--- src/rtl/pipe_ctrl_pkg.sv ---
// Shared Y86-style pipeline encodings and the hazard bundle passed from
// pipe_hazard to pipe_ctrl.
package pipe_ctrl_pkg;

    localparam logic [3:0] IMRMOVQ = 4'h5;
    localparam logic [3:0] IJXX    = 4'h7;
    localparam logic [3:0] IRET    = 4'h9;
    localparam logic [3:0] IPOPQ   = 4'hB;
    localparam logic [3:0] RNONE   = 4'hF;

    localparam logic [2:0] STAT_AOK = 3'd1;
    localparam logic [2:0] STAT_ADR = 3'd2;
    localparam logic [2:0] STAT_INS = 3'd3;
    localparam logic [2:0] STAT_HLT = 3'd4;

    typedef struct packed {
        logic lu;     // load/use
        logic mp;     // mispredicted jump
        logic rt;     // ret somewhere in D/E/M
        logic m_exc;
        logic w_exc;
    } hazard_t;

    function automatic logic is_exc(input logic [2:0] stat);
        return stat inside {STAT_ADR, STAT_INS, STAT_HLT};
    endfunction

endpackage

--- src/rtl/pipe_hazard.sv ---
// Purely combinational hazard detection: load/use, mispredict, ret in flight
// and exception status in the memory and write-back stages.
module pipe_hazard
    import pipe_ctrl_pkg::*;
(
    input  logic [3:0] d_icode,
    input  logic [3:0] d_src_a,
    input  logic [3:0] d_src_b,
    input  logic [3:0] e_icode,
    input  logic [3:0] e_dst_m,
    input  logic       e_cnd,
    input  logic [3:0] m_icode,
    input  logic [2:0] m_stat,
    input  logic [2:0] w_stat,
    output hazard_t    haz
);

    always_comb begin
        haz.lu    = (e_icode inside {IMRMOVQ, IPOPQ}) && (e_dst_m != RNONE) &&
                    ((e_dst_m == d_src_a) || (e_dst_m == d_src_b));
        haz.mp    = (e_icode == IJXX) && !e_cnd;
        haz.rt    = (d_icode == IRET) || (e_icode == IRET) || (m_icode == IRET);
        haz.m_exc = is_exc(m_stat);
        haz.w_exc = is_exc(w_stat);
    end

endmodule

--- src/rtl/pipe_ctrl.sv ---
// Pipeline control: run/drain/halt FSM, stall and bubble steering for the
// five stages, and saturating stall/bubble event counters.
module pipe_ctrl
    import pipe_ctrl_pkg::*;
#(
    parameter int CNT_W = 32
) (
    input  logic             clk_i,
    input  logic             rst_i,
    input  logic [3:0]       D_icode_i,
    input  logic [3:0]       d_srcA_i,
    input  logic [3:0]       d_srcB_i,
    input  logic [3:0]       E_icode_i,
    input  logic [3:0]       E_dstM_i,
    input  logic             e_cnd_i,
    input  logic [3:0]       M_icode_i,
    input  logic [2:0]       m_stat_i,
    input  logic [2:0]       W_stat_i,
    output logic             F_stall_o,
    output logic             D_stall_o,
    output logic             D_bubble_o,
    output logic             E_bubble_o,
    output logic             M_bubble_o,
    output logic             W_stall_o,
    output logic             cc_en_o,
    output logic             halted_o,
    output logic [CNT_W-1:0] stall_cnt_o,
    output logic [CNT_W-1:0] bubble_cnt_o
);

    typedef enum logic [1:0] {RUN, DRAIN, HALTED} state_t;

    state_t  state;
    hazard_t haz;

    pipe_hazard u_hazard (
        .d_icode (D_icode_i),
        .d_src_a (d_srcA_i),
        .d_src_b (d_srcB_i),
        .e_icode (E_icode_i),
        .e_dst_m (E_dstM_i),
        .e_cnd   (e_cnd_i),
        .m_icode (M_icode_i),
        .m_stat  (m_stat_i),
        .w_stat  (W_stat_i),
        .haz     (haz)
    );

    // NOTE: every output gets a default first so no path can infer a latch.
    always_comb begin
        F_stall_o  = 1'b0;
        D_stall_o  = 1'b0;
        D_bubble_o = 1'b0;
        E_bubble_o = 1'b0;
        M_bubble_o = 1'b0;
        W_stall_o  = 1'b0;
        cc_en_o    = 1'b0;
        if (rst_i) begin
            // Hold everything quiet while reset is asserted.
        end else if (state == HALTED) begin
            F_stall_o  = 1'b1;
            D_stall_o  = 1'b1;
            M_bubble_o = 1'b1;
            W_stall_o  = 1'b1;
        end else begin
            F_stall_o  = haz.lu | haz.rt;
            D_stall_o  = haz.lu;
            D_bubble_o = haz.mp | (haz.rt & ~haz.lu);
            E_bubble_o = haz.mp | haz.lu;
            M_bubble_o = haz.m_exc | haz.w_exc;
            W_stall_o  = haz.w_exc;
            // An excepting instruction must never update the condition codes.
            cc_en_o    = (state == RUN) & ~haz.m_exc & ~haz.w_exc;
        end
    end

    // NOTE: sequential state uses non-blocking assignments only.
    always_ff @(posedge clk_i or posedge rst_i) begin
        if (rst_i) begin
            state    <= RUN;
            halted_o <= 1'b0;
        end else begin
            case (state)
                RUN: begin
                    if (haz.w_exc) begin
                        state    <= HALTED;
                        halted_o <= 1'b1;
                    end else if (haz.m_exc) begin
                        state <= DRAIN;
                    end
                end
                DRAIN: begin
                    if (haz.w_exc) begin
                        state    <= HALTED;
                        halted_o <= 1'b1;
                    end
                end
                HALTED: begin
                    state    <= HALTED;
                    halted_o <= 1'b1;
                end
                default: begin
                    state    <= RUN;
                    halted_o <= 1'b0;
                end
            endcase
        end
    end

    always_ff @(posedge clk_i or posedge rst_i) begin
        if (rst_i) begin
            stall_cnt_o  <= '0;
            bubble_cnt_o <= '0;
        end else if (state != HALTED) begin
            if (F_stall_o && (stall_cnt_o != '1))
                stall_cnt_o <= stall_cnt_o + CNT_W'(1);
            if ((D_bubble_o || E_bubble_o) && (bubble_cnt_o != '1))
                bubble_cnt_o <= bubble_cnt_o + CNT_W'(1);
        end
    end

endmodule

--- config.mk ---
export PLATFORM = sky130hd
export DESIGN_NAME = pipe_ctrl
export DESIGN_NICKNAME = d
export VERILOG_FILES = /design/src/rtl/pipe_ctrl_pkg.sv /design/src/rtl/pipe_hazard.sv /design/src/rtl/pipe_ctrl.sv
export SDC_FILE = /design/constraint.sdc
export NUM_CORES = 1
export LEC_CHECK = 0
export CAP_MARGIN = 20
export CORE_UTILIZATION = 43
export DETAILED_ROUTE_END_ITERATION = 6
export GPL_TIMING_DRIVEN = 1
export PLACE_DENSITY = 0.75
export SLEW_MARGIN = 25
export SYNTH_ARGS = -nofsm -noshare
export SYNTH_HDL_FRONTEND = slang
export SYNTH_HIERARCHICAL = 1
export SYNTH_SLANG_ARGS = --single-unit
--- constraint.sdc ---
create_clock -name clk_i -period 2.1 [get_ports clk_i]
set_input_delay 0.42 -clock clk_i [delete_from_list [all_inputs] [get_ports clk_i]]
set_output_delay 0.42 -clock clk_i [all_outputs]
set_load 0.03 [all_outputs]
## Yosys cells after proc, flatten, opt, wreduce, memory -nomap -nowiden

Cells that the tools add are included.

| word-level totals | value |
|---|---|
| flip-flop bits (word level) | 67 |

| operators by class | value |
|---|---|
| add/sub/neg operators | 2 |
| equality and inequality tests | 23 |
| muxes and demuxes | 20 |
| bitwise logic cells | 10 |
| reductions and logical operators | 18 |

Operators with widths:

| kind | number |
|---|---|
| $add A32 B1 Y32 const B | 2 |
| $ne A32 B32 Y1 const B | 2 |
| $eq A4 B4 Y1 const B | 4 |
| $mux W1 | 15 |
| $eq A3 B2 Y1 const B | 4 |
| $eq A4 B3 Y1 const B | 2 |
| $eq A4 B4 Y1 | 2 |
| $eq A3 B3 Y1 const B | 2 |
| $mux W2 | 3 |
| $pmux W2 S3 | 1 |
| $reduce_and A2 Y1 | 3 |
| $reduce_bool A3 Y1 | 2 |
| $logic_and A1 B1 Y1 | 5 |
| $logic_or A1 B1 Y1 | 4 |
| $ne A2 B2 Y1 const B | 2 |
| $ne A4 B4 Y1 const B | 1 |
| $or A1 B1 Y1 | 4 |
| $and A1 B1 Y1 | 3 |
| $ne A3 B3 Y1 const B | 1 |
| $not A1 Y1 | 3 |
| $eq A2 B1 Y1 const B | 1 |
| $eq A2 B2 Y1 const B | 1 |
| $logic_not A2 Y1 | 1 |
| $ne A2 B1 Y1 const B | 1 |
| 4 further kinds | 4 |

## Longest topological paths before layout

| depth | value |
|---|---|
| depth in word-level cells | 12 |
| mapped depth | 9 |
| gate-level depth less buffers | 8 |

## Hierarchy

The synthesis kept the hierarchy.

Modules (own cells, without submodules):

| module | times used | cells an instance | area an instance (um^2) | sequential area each (um^2) |
|---|---|---|---|---|
| pipe_ctrl | 1 | 343 | 3482.1 | 1676.6 |
| pipe_hazard | 1 | 25 | 200.2 | 0.0 |

## Worst setup path before layout

Ideal clock, no wire load.

| timing | value |
|---|---|
| path type | register to output |
| from | register state[0] |
| to | output port cc_en_o |
| data arrival time | 2100 ps |
| required time | 1680 ps |
| setup slack | -420 ps |
| stages on the path, launching flop included | 6 |
| buffers on the path | 1 |
| cells stage by stage | dfrtp_1 inv_1 ha_1 or2_1 buf_6 nor4b_1 |

| on the way | value |
|---|---|
| word-level cells in the longest chain between the ends | 5 |
| elaborated cells on any way between the ends | 6 |

RTL lines:

| what | line | RTL |
|---|---|---|
| from (decl) | pipe_ctrl.sv:33 | `state_t state;` |
| from (signal assigned) | pipe_ctrl.sv:80 | `state <= RUN;` |
| from (signal assigned) | pipe_ctrl.sv:86 | `state <= HALTED;` |
| from (signal assigned) | pipe_ctrl.sv:89 | `state <= DRAIN;` |
| $logic_not A2 Y1 | pipe_ctrl.sv:73 | `cc_en_o = (state == RUN) & ~haz.m_exc & ~haz.w_exc;` |
| $and A1 B1 Y1 (2 in a row) | pipe_ctrl.sv:73 |  |
| $mux W1 (*) | pipe_ctrl.sv:60 | `end else if (state == HALTED) begin` |
| $mux W1 (*) | pipe_ctrl.sv:58 | `if (rst_i) begin` |
| to (decl) | pipe_ctrl.sv:25 | `output logic cc_en_o,` |

Mark *: on every way between the ends. The rest lies on a longest branch, timed or not.

==> results.py <==
metrics = {
    "sta": {
        "drv_slew": 0,
        "hold_viol": 0,
        "rsz0062_at_grt": "yes",
        "fin_crit_ns": 2.147,
        "fin_skew_ns": 0.01205,
        "finalHoldWorstSlack_ns": 0.4935,
        "tightest_slew_ns": 0.4027,
        "finalWorstSetupSlack_ns": -0.04707,
        "setup_viol": 1,
        "max_freq_mhz": 465.8,
        "fin_crit_sh_pct": 102.2,
        "relSlewSlack_pct": 72.90,
    },
    "global_routing": {
        "grt_max_degree": 33,
        "overflow": 0,
        "grt_pass1_vias": 3379,
        "grt_pass1_wl_mm": 15.40,
        "antenna_found_initial": 0,
        "grt_usage_pct": 22.00,
    },
    "die": {
        "die-area_um2": 8938,
        "die_x_um": 94.54,
        "row_count": 33,
        "core_area_um2": 8258,
        "die_h_um": 94.54,
        "initial_core_util_pct": 44.59,
        "ios": 105,
    },
    "synthesis": {
        "yosysTopAreaCell": "dfrtp_1",
        "yosysWarnings": 6,
        "synth.distinct_cells": 46,
        "synth_area_um2": 3682,
        "synth_seq_cells": 67,
        "synthArstFlopShare_pct": 100.0,
        "synth_cells": 368,
        "yosysSeqAreaShare_pct": 45.53,
        "synth_top_area_share_pct": 45.53,
        "synth_edf_count": 0,
        "synthFlopType": "dfrtp_1",
        "syn_nets": 408,
        "avgSynthCellArea_um2": 10.01,
        "yosysMostFrequentCell": "dfrtp_1",
        "yosys-top-cells-area": "dfrtp_1 46%, xnor2_1 8.3%, xor2_1 7.6%",
        "yosys-top-cells-count": "67 x dfrtp_1, 37 x nor2_1, 35 x xnor2_1",
    },
    "critical_path": {
        "cpPeakStageDelay_ns": 0.45,
        "critPathLaunchType": "primary input",
        "slowest_stage": "clkdlybuf4s50_1",
        "cp_max_fo": 2,
        "end_kind": "primary output",
        "crit_arrival_ns": 1.73,
        "crit_required_ns": 1.68,
        "critical_path_class": "primary input to primary output",
        "cp_cell_sequence": "clkdlybuf4s50_1 -> nor2_1 -> mux2_4 -> buf_6 -> nor4b_2 -> buf_4",
    },
    "drt": {
        "vias": 3393,
        "route.detailed.drc": 0,
        "wire_per_inst_um": 14.68,
        "first_pass_iters": 4,
        "drt_iter0_drc": 80,
        "via_per_inst": 5.285,
        "wl_mm": 9.425,
        "antenna_left": 0,
    },
    "finish": {
        "nNetsFinal": 572,
        "diodes": 0,
        "syn2layout_area_growth_pct": 53.38,
        "fill_cells": 670,
        "drive_gt1_share_pct": 27.19,
    },
    "status": {
        "status": "finished, violations left",
        "violations": "setup timing",
    },
    "cts": {
        "path_clk_slew_ns": 0.08,
        "ctsHoldBuffers": 0,
        "clk_latency_ns": 0.33,
        "cts_root_buf": "clkbuf_8",
        "cts.sinks": 67,
        "cts_buffers": 9,
        "cts_tree": "yes",
        "h-tree-depth": 3,
        "clock_path_buffers": 2,
    },
    "pwr": {
        "ir_drop_uv": 460.6,
        "p_per_area_nw_per_um2": 680.0,
        "p_leak_nw": 2.539,
    },
    "min_path": {
        "min_path_type": "register to register",
    },
    "flow_run": {
        "drv_cap": 0,
    },
    "placement": {
        "hpwl_mm": 6.863,
        "place.port_buffers": 104,
        "post-place-ws_ns": -0.7196,
        "gp_congestion": 0.8811,
    },
}
path summary, 6_finish.rpt:
check,to,slack [ns],cells past startpoint,startpoint
max,cc_en_o,-0.05,6,W_stat_i[0]
min,stall_cnt_o[6]$_DFFE_PP0P_,0.49,1,stall_cnt_o[6]$_DFFE_PP0P_
max reg2reg,bubble_cnt_o[29]$_DFFE_PP0P_,0.06,9,state[1]$_DFFE_PP0P_
min reg2reg,stall_cnt_o[6]$_DFFE_PP0P_,0.49,1,stall_cnt_o[6]$_DFFE_PP0P_
max in group asynchronous,bubble_cnt_o[0]$_DFFE_PP0P_,1.09,4,rst_i
min in group asynchronous,stall_cnt_o[5]$_DFFE_PP0P_,0.53,3,rst_i
state kept, by name (all words and copies together), names as in the netlist:
| name | flops |
|---|---|
| bubble_cnt_o | 32 |
| halted_o | 1 |
| stall_cnt_o | 32 |
| state | 2 |
cell type report:
cell class,instances,area (um^2),share of cell area [%]
Multi-Input combinational cell,283,2175,38.50
Inverter,13,52.55,0.9304
Sequential cell,67,1679,29.73
Tap cell,105,131.4,2.326
Timing Repair Buffer,158,1401,24.81
Clock buffer,11,131.4,2.326
Clock inverter,5,77.57,1.374
where the power goes:
group	switching [W]	total (W)	internal [W]
sequential	0.000119	0.00151	0.00139
clock	0.000493	0.00116	0.000666
combinational	0.000600	0.00117	0.000573
total	0.00121	0.00384	0.00263
placed cells by master (no fill, tap or decap), types with 4 or more instances in the layout:
master           count
nor4_4               4
clkbuf_8             9
nor3_1              17
buf_2                4
inv_1               11
xnor2_1             31
xor2_1              32
nor2_2               6
buf_4               52
a21oi_1              5
clkdlybuf4s50_1     69
xnor2_2              4
ha_1                 5
dlygate4sd2_1       12
nor4_1               4
clkbuf_2             9
nand3_1             29
buf_6                7
nand4_1             20
nand2_1             24
nor2_1              31
and4_1               4
and3_1               6
dfrtp_1             65
cells by family after synthesis:
logic type	share of synthesized area, %
fa+ha+maj	2.378
mux	1.529
flops	45.53
compound gates	3.534
simple gates	28.61
xor+xnor	15.94
buf+inv	2.481
routing by layer:
| metal | vias up | global-route usage [%] | share of wire, % |
|---|---|---|---|
| met3 | 9 | 4.026 | 5.4 |
| met5 | - | 0 | 0 |
| met2 | 103 | 37.44 | 51 |
| met4 | 0 | 8.460 | 1.2 |
| met1 | 1654 | 27.68 | 43 |
| li1 | 1627 | - | - |
what timing repair did:
action | in CTS | in global routing
gates resized for setup | 85 | 49
cloned | 1 | 0
buffers inserted | 8 | 8
setup endpoints to repair | 70 | 56
pin swaps | 30 | 32
per-stage QoR:
stage | power [W] | utilization [%] | area, um^2 | std cells | setup TNS [ns]
3_3_place_gp | 0.002548 | 62.27 | 5142 | 610 | -33.73
6_report | 0.003840 | 68.39 | 5648 | 642 | -0.04707
4_1_cts | 0.003784 | 66.83 | 5519 | 634 | -0.05399
3_5_place_dp | 0.002570 | 62.27 | 5142 | 610 | -38.56
2_1_floorplan | 0.002089 | - | 3705 | 368 | -0.04810
5_1_grt | 0.004014 | 68.39 | 5648 | 642 | -0.8831
critical path, delay by kind of cell:
kind / cells / cell delay, ns
buffers and inverters: 3 / 0.77
and+or+nand+nor: 2 / 0.27
muxes: 1 / 0.27
Note: power is estimated with default switching activity, not from simulation.
==> variant 1 (same settings) <==
Re-encode `state_t` (3 states) as one-hot, 3 bits wide.
--- a/src/rtl/pipe_ctrl.sv
+++ b/src/rtl/pipe_ctrl.sv
@@ -28,7 +28,7 @@
     output logic [CNT_W-1:0] bubble_cnt_o
 );
 
-    typedef enum logic [1:0] {RUN, DRAIN, HALTED} state_t;
+    typedef enum logic [2:0] {RUN = 3'b001, DRAIN = 3'b010, HALTED = 3'b100} state_t;
 
     state_t  state;
     hazard_t haz;
Function: same outputs for any inputs over 10 cycles, from zero or initial values and one cycle with rst_i high; not proved beyond that.
==> variant 1 against the unedited design <==
The flow still finishes with violations (setup timing). Design area rose by 1.3%. Via count fell by 3.5%. Total power down 0.89%. Setup slack improved by 0.027 ns. Sequential cell count up 1. Final cell count is 3.1% lower. Critical path depth increased by 5. Synthesized area down 1.4%. Utilization increased by 1.6 points. Clock power down 6%. Non-clock buffer count up 2. Routed wire length increased by 0.12%. Clock skew grew 0.0024 ns.
==> variant 1: results (changes against the unedited design) <==
** Run status
- Result of the run :: complete, but fails checks
- The checks that failed: setup timing.

** Global routing
- The global-route wire length before repair is 15000 µm (-2.4%).
- GRT Util Overall :: 21.9% (-0.052 points)

** Synth
- Sequential-to-total area share from yosys stat :: 46.9% (+1.4 points)
- Ranking of synthesized cells by instance count :: 67 x dfrtp_1, 48 x xnor2_1, 29 x nor2_1, 28 x nand4_1
- After synthesis, the cell types taking the most area are dfrtp_1 46%, xnor2_1 12%, nand4_1 4.8%.
- Post-Syn Nets :: 382 (-6.4%)
- Number of instances in the synthesized netlist :: 347 (-5.7%)
- The distinct cell type count of the synthesized netlist is 50 (+8.7%).

** Timing
- The setup-violating endpoint count in the final report is 2 (+1).
- Relative slew margins :: 42.8% (-30 points)
- Worst hold slack across all endpoints :: 0.497 ns (+0.00316 ns)
- The worst-case setup margin in the final layout was -0.0197 ns (+0.0274 ns).
- Final Skew :: 0.0145 ns (+0.00242 ns)

** Final layout
- Largest registers ranked by flip-flop count :: bubble_cnt_o (32), stall_cnt_o (32), state (3)
- The number of cells in the finished layout apart from fillers is 622 (-3.1%).
- Share of cells above drive strength 1 :: 31.1% (+4.0 points)
- Layout net count :: 547 (-4.4%)

** Detailed routing
- The ratio of routed vias to standard cells is 5.26 (-0.43%).
- Average routed wire per standard cell :: 15.2 µm (+3.3%)

** Clock tree
- The clock latency of the later-clocked register in the worst-skew pair was 0.35 ns (+0.02 ns).

** Place
- The cell area after placement is 0.00519 mm² (+0.92%).
- The final estimated routing congestion in global placement was 0.821 (-6.9%).
- The half-perimeter wire length of the detailed placement result is 6700 µm (-2.4%).
- Placed insts :: 596 (-2.3%)

** Setup path
- Startpoint of the worst-slack reg-to-reg timing path :: state[0]
- Crit-path max FO :: 8 (+6)
- The slowest stage of the critical path belongs to the cell or3_4.
- The worst register-to-register path ends at bubble_cnt_o[3].
- The delay contributed by the slowest stage of the critical path came to 0.38 ns (-0.07 ns).
- Reg2reg path depth :: 7 (-2)

** Pwr
- Worst IR drop on VDD :: 779 µV (+69%)
- The leakage power came to 2.58 nW (+1.6%).

** Min path
- The worst hold path terminates at stall_cnt_o[19].
- The worst hold path begins at stall_cnt_o[19].
## variant 1: cell count changes after synthesis, sizes merged, moves of 5 or more
cell / change
nand4: +8
and3: +10
ha: -5
nand3: -11
nor2b: +8
xnor2: +13
nand2: -7
nor2: -9
nor3: -5
xor2: -15
## variant 1: worst max-delay path by stage
stage | endpoint | slack [ns] | cells past startpoint
2_1_floorplan | M_bubble_o | -0.35 | 3
3_3_place_gp | bubble_cnt_o[1] | -0.61 | 9
3_5_place_dp | bubble_cnt_o[1] | -0.67 | 9
4_1_cts | W_stall_o | 0.01 | 6
5_1_grt | bubble_cnt_o[3] | -0.1 | 11
6_report | bubble_cnt_o[3] | -0.02 | 11
## variant 1: final cells by class
class / count / area, µm² / area share [%]
clock inverters: 7 / 73.8 / 1.29
clock buffers: 9 / 124 / 2.17
flip-flops and latches: 68 / 1700 / 29.8
well taps: 105 / 131 / 2.30
multi-input cells: 263 / 2200 / 38.5
repair buffers: 160 / 1440 / 25.2
inverters: 10 / 41.3 / 0.722
## variant 1: per-stage QoR
stage	utilization, %	setup WS, ns
3_3_place_gp	63.5	-0.608
3_5_place_dp	63.5	-0.674
2_1_floorplan	-	-0.351
5_1_grt	70.0	-0.0967
6_report	70.0	-0.0197
4_1_cts	66.9	0.0102
## variant 1: power groups by stage
stage | registers [mW] | logic (mW) | clock network [mW]
6_report | 1.53 | 1.19 | 1.09
5_1_grt | 1.54 | 1.26 | 1.18
4_1_cts | 1.53 | 1.09 | 1.12
3_5_place_dp | 1.55 | 1.05 | 0
3_3_place_gp | 1.54 | 1.03 | 0
2_1_floorplan | 1.75 | 0.353 | 0
## variant 1: kinds of logic (layout without fill, tap and decap cells)
logic type                 after synthesis  count (layout)  synth area share [%]
adders and majority gates                2               2                 0.689
AOI/OAI and AO/OA                       17              17                  4.34
and+or+nand+nor                        171             171                  28.2
buffers and inverters                   16             186                  1.76
muxes                                    8               8                  2.45
DFF                                     68              68                  46.9
xor gates and xnor gates                65              65                  15.7
## variant 1: repair_timing
action                     4_1_cts  5_1_grt
setup buffers                    5        6
resized for setup               90       47
pin swaps                       26       26
setup endpoints to repair       63       56
## variant 1: routing by layer
metal | share of wire [%] | GRT usage, % | wire length (µm) | vias up
met3 | 5.7 | 6.88 | 535 | 12
met5 | 0 | 0 | 0 | -
met1 | 42 | 25.8 | 4000 | 1604
met2 | 51 | 37.5 | 4770 | 79
met4 | 1.4 | 7.82 | 130 | 0
li1 | - | - | - | 1578
## variant 1: critical path, delay by kind of cell
kind / cells / cell delay, ns
AOI/OAI and AO/OA: 2 / 0.47
xor gates and xnor gates: 2 / 0.33
buffers and inverters: 3 / 0.42
and+or+nand+nor: 4 / 0.71
==> variant 2 (same settings) <==
Without the edit above. Set the parameter `CNT_W` to 48 (it was 32).
--- a/src/rtl/pipe_ctrl.sv
+++ b/src/rtl/pipe_ctrl.sv
@@ -3,7 +3,7 @@
 module pipe_ctrl
     import pipe_ctrl_pkg::*;
 #(
-    parameter int CNT_W = 32
+    parameter int CNT_W = 48
 ) (
     input  logic             clk_i,
     input  logic             rst_i,
Ports: changed (resized bubble_cnt_o and stall_cnt_o); port bits go from 105 to 137. No check against the original RTL was run, so the function may have changed too.
==> variant 2 against the unedited design <==
The flow still finishes with violations (setup timing). Design area is 53% higher. First-iteration DRC count grew to 3.3 times the old value. Via count is 54% higher. Routed wire length increased by 74%. Count of clock-buffer cells in the layout is the same. Total power is 40% higher. Setup slack got worse by 0.030 ns. Sequential cell count up 32. Synthesized area rose by 44%. Highest routed layer unchanged.
==> variant 2: results (changes against the unedited design) <==
** Run status
- The run finished, with violations left.
- The final reports fail on setup timing.

** Pwr
- The worst IR drop on VDD came to 553 µV (+20%).
- Static leakage :: 3.88 nW (+53%)

** Global routing
- The via count of the first global-routing pass came to 5352 (+58%).
- The largest net degree at the start of global routing was 82 (+150%).

** Timing
- The setup-violating endpoint count in the final report was 32 (+31).
- The worst-case clock skew came to 0.00946 ns (-0.00259 ns).
- The worst-case setup margin in the final layout is -0.0772 ns (-0.0302 ns).

** Min path
- Min-Delay Startpoint :: bubble_cnt_o[36]
- The path with the worst hold slack has its endpoint at bubble_cnt_o[36].

** Synth
- The mean instance size in the synthesized netlist was 10.0 µm² (+0.41%).
- Yosys attributes the largest share of cell area to dfrtp_1 47%, xnor2_1 8.8%, xor2_1 7.9%.
- In the synthesized netlist, the cells that appear most often are 99 x dfrtp_1, 53 x xnor2_1, 49 x nand2_1, 48 x xor2_1.
- The sequential share of the synthesized area was 46.8% (+1.3 points).
- Post-Syn Nets :: 567 (+39%)
- The distinct cell type count of the synthesized netlist came to 52 (+13%).

** Detailed routing
- Count of routing violations after the opening detailed-route iteration :: 261 (+230%)
- The count of vias placed by the detailed router came to 5239 (+54%).
- DRT Pass-1 Iters :: 6 (+2)

** Place
- The worst setup timing slack at the placement stage was -0.829 ns (-0.109 ns).
- The number of port buffers is 136 (+31%).
- Placed insts :: 905 (+48%)
- Gp weighted congestion :: 0.848 (-3.7%)

** Setup path
- The top fanout value on the critical path came to 5 (+3).
- Slowest stage delay, CP :: 0.33 ns (-0.12 ns)
- Crit path from :: E_icode_i[2]
- FF-to-FF setup slack :: 0 ns (-0.06 ns)

** Final layout
- Share of cells above drive strength 1 :: 38.8% (+12 points)
- The number of fill cells in the layout is 872 (+30%).
- The number of cells in the finished layout apart from fillers was 941 (+47%).
- The number of nets in the layout is 829 (+45%).

** Clock tree
- Clock tree root driver cell :: clkbuf_16
==> variant 2: changes by cell type in the layout (fill, tap and decap cells not counted), moves of 7 or more <==
cell / unedited run / this run
dfrtp_2: 2 / 33
buf_4: 52 / 101
clkbuf_8: 9 / 2
nand3_1: 29 / 36
nand4_1: 20 / 35
nand2_1: 24 / 43
xor2_1: 32 / 46
xnor2_1: 31 / 43
dlygate4sd2_1: 12 / 4
clkbuf_16: 0 / 9
and3_1: 6 / 13
clkdlybuf4s50_1: 69 / 100
buf_6: 7 / 31
==> variant 2: critical path, delay by kind of cell <==
kind | cells | cell delay [ns]
AO/OA/AOI/OAI | 2 | 0.31
XOR/XNOR | 1 | 0.17
AND/OR/NAND/NOR | 6 | 1.19
buffers and inverters | 3 | 0.36
==> variant 2: where the power goes <==
part	total [mW]	switching [mW]	leakage (nW)	internal [mW]
sequential	2.10	0.0813	1.29	2.02
combinational	1.65	0.869	2.44	0.782
clock	1.62	0.749	0.142	0.871
==> variant 2: area by class of cell <==
type	count	area [µm²]	area share [%]
Multi-Input combinational cell	409	3280	37.9
Sequential cell	99	2520	29.1
Timing Repair Buffer	259	2330	27.0
Clock buffer	11	253	2.92
Tap cell	147	184	2.13
Inverter	11	45.0	0.521
Clock inverter	5	35.0	0.405
==> variant 2: metrics by stage <==
| stage | utilization, % | TNS (ns) | hold WS, ns |
|---|---|---|---|
| floorplan | - | -2.59 | 0.570 |
| global placement | 64.1 | -57.32 | 0.464 |
| detailed placement | 64.1 | -63.00 | 0.485 |
| CTS | 69.4 | -0.450 | 0.496 |
| global route | 72.0 | -4.21 | 0.524 |
| finish | 72.0 | -1.29 | 0.498 |
==> variant 2: what timing repair did <==
item / in CTS / in global routing
resized for setup: 159 / 79
setup buffers: 18 / 5
endpoints found under the setup margin: 100 / 85
hold buffers: 0 / 0
pin swaps: 43 / 62
==> variant 2: per-layer routing <==
layer | vias to the layer above | share of wire, % | global-route usage [%] | wire, µm
li1 | 2389 | - | - | -
met1 | 2624 | 39 | 30.3 | 6450
met2 | 179 | 52 | 46.7 | 8520
met3 | 47 | 5.3 | 6.32 | 868
met4 | 0 | 3.2 | 11.8 | 525
met5 | - | 0 | 0 | 0
==> variant 2: kinds of logic (layout without fill, tap and decap cells) <==
| family | count (synthesis) | after routing | synth area share, % |
|---|---|---|---|
| buffers and inverters | 19 | 286 | 2.01 |
| and+or+nand+nor | 281 | 281 | 30.1 |
| AOI/OAI and AO/OA | 16 | 16 | 1.94 |
| DFF | 99 | 99 | 46.8 |
| adders and majority gates | 7 | 7 | 1.65 |
| muxes | 4 | 4 | 0.827 |
| xor gates and xnor gates | 101 | 101 | 16.7 |
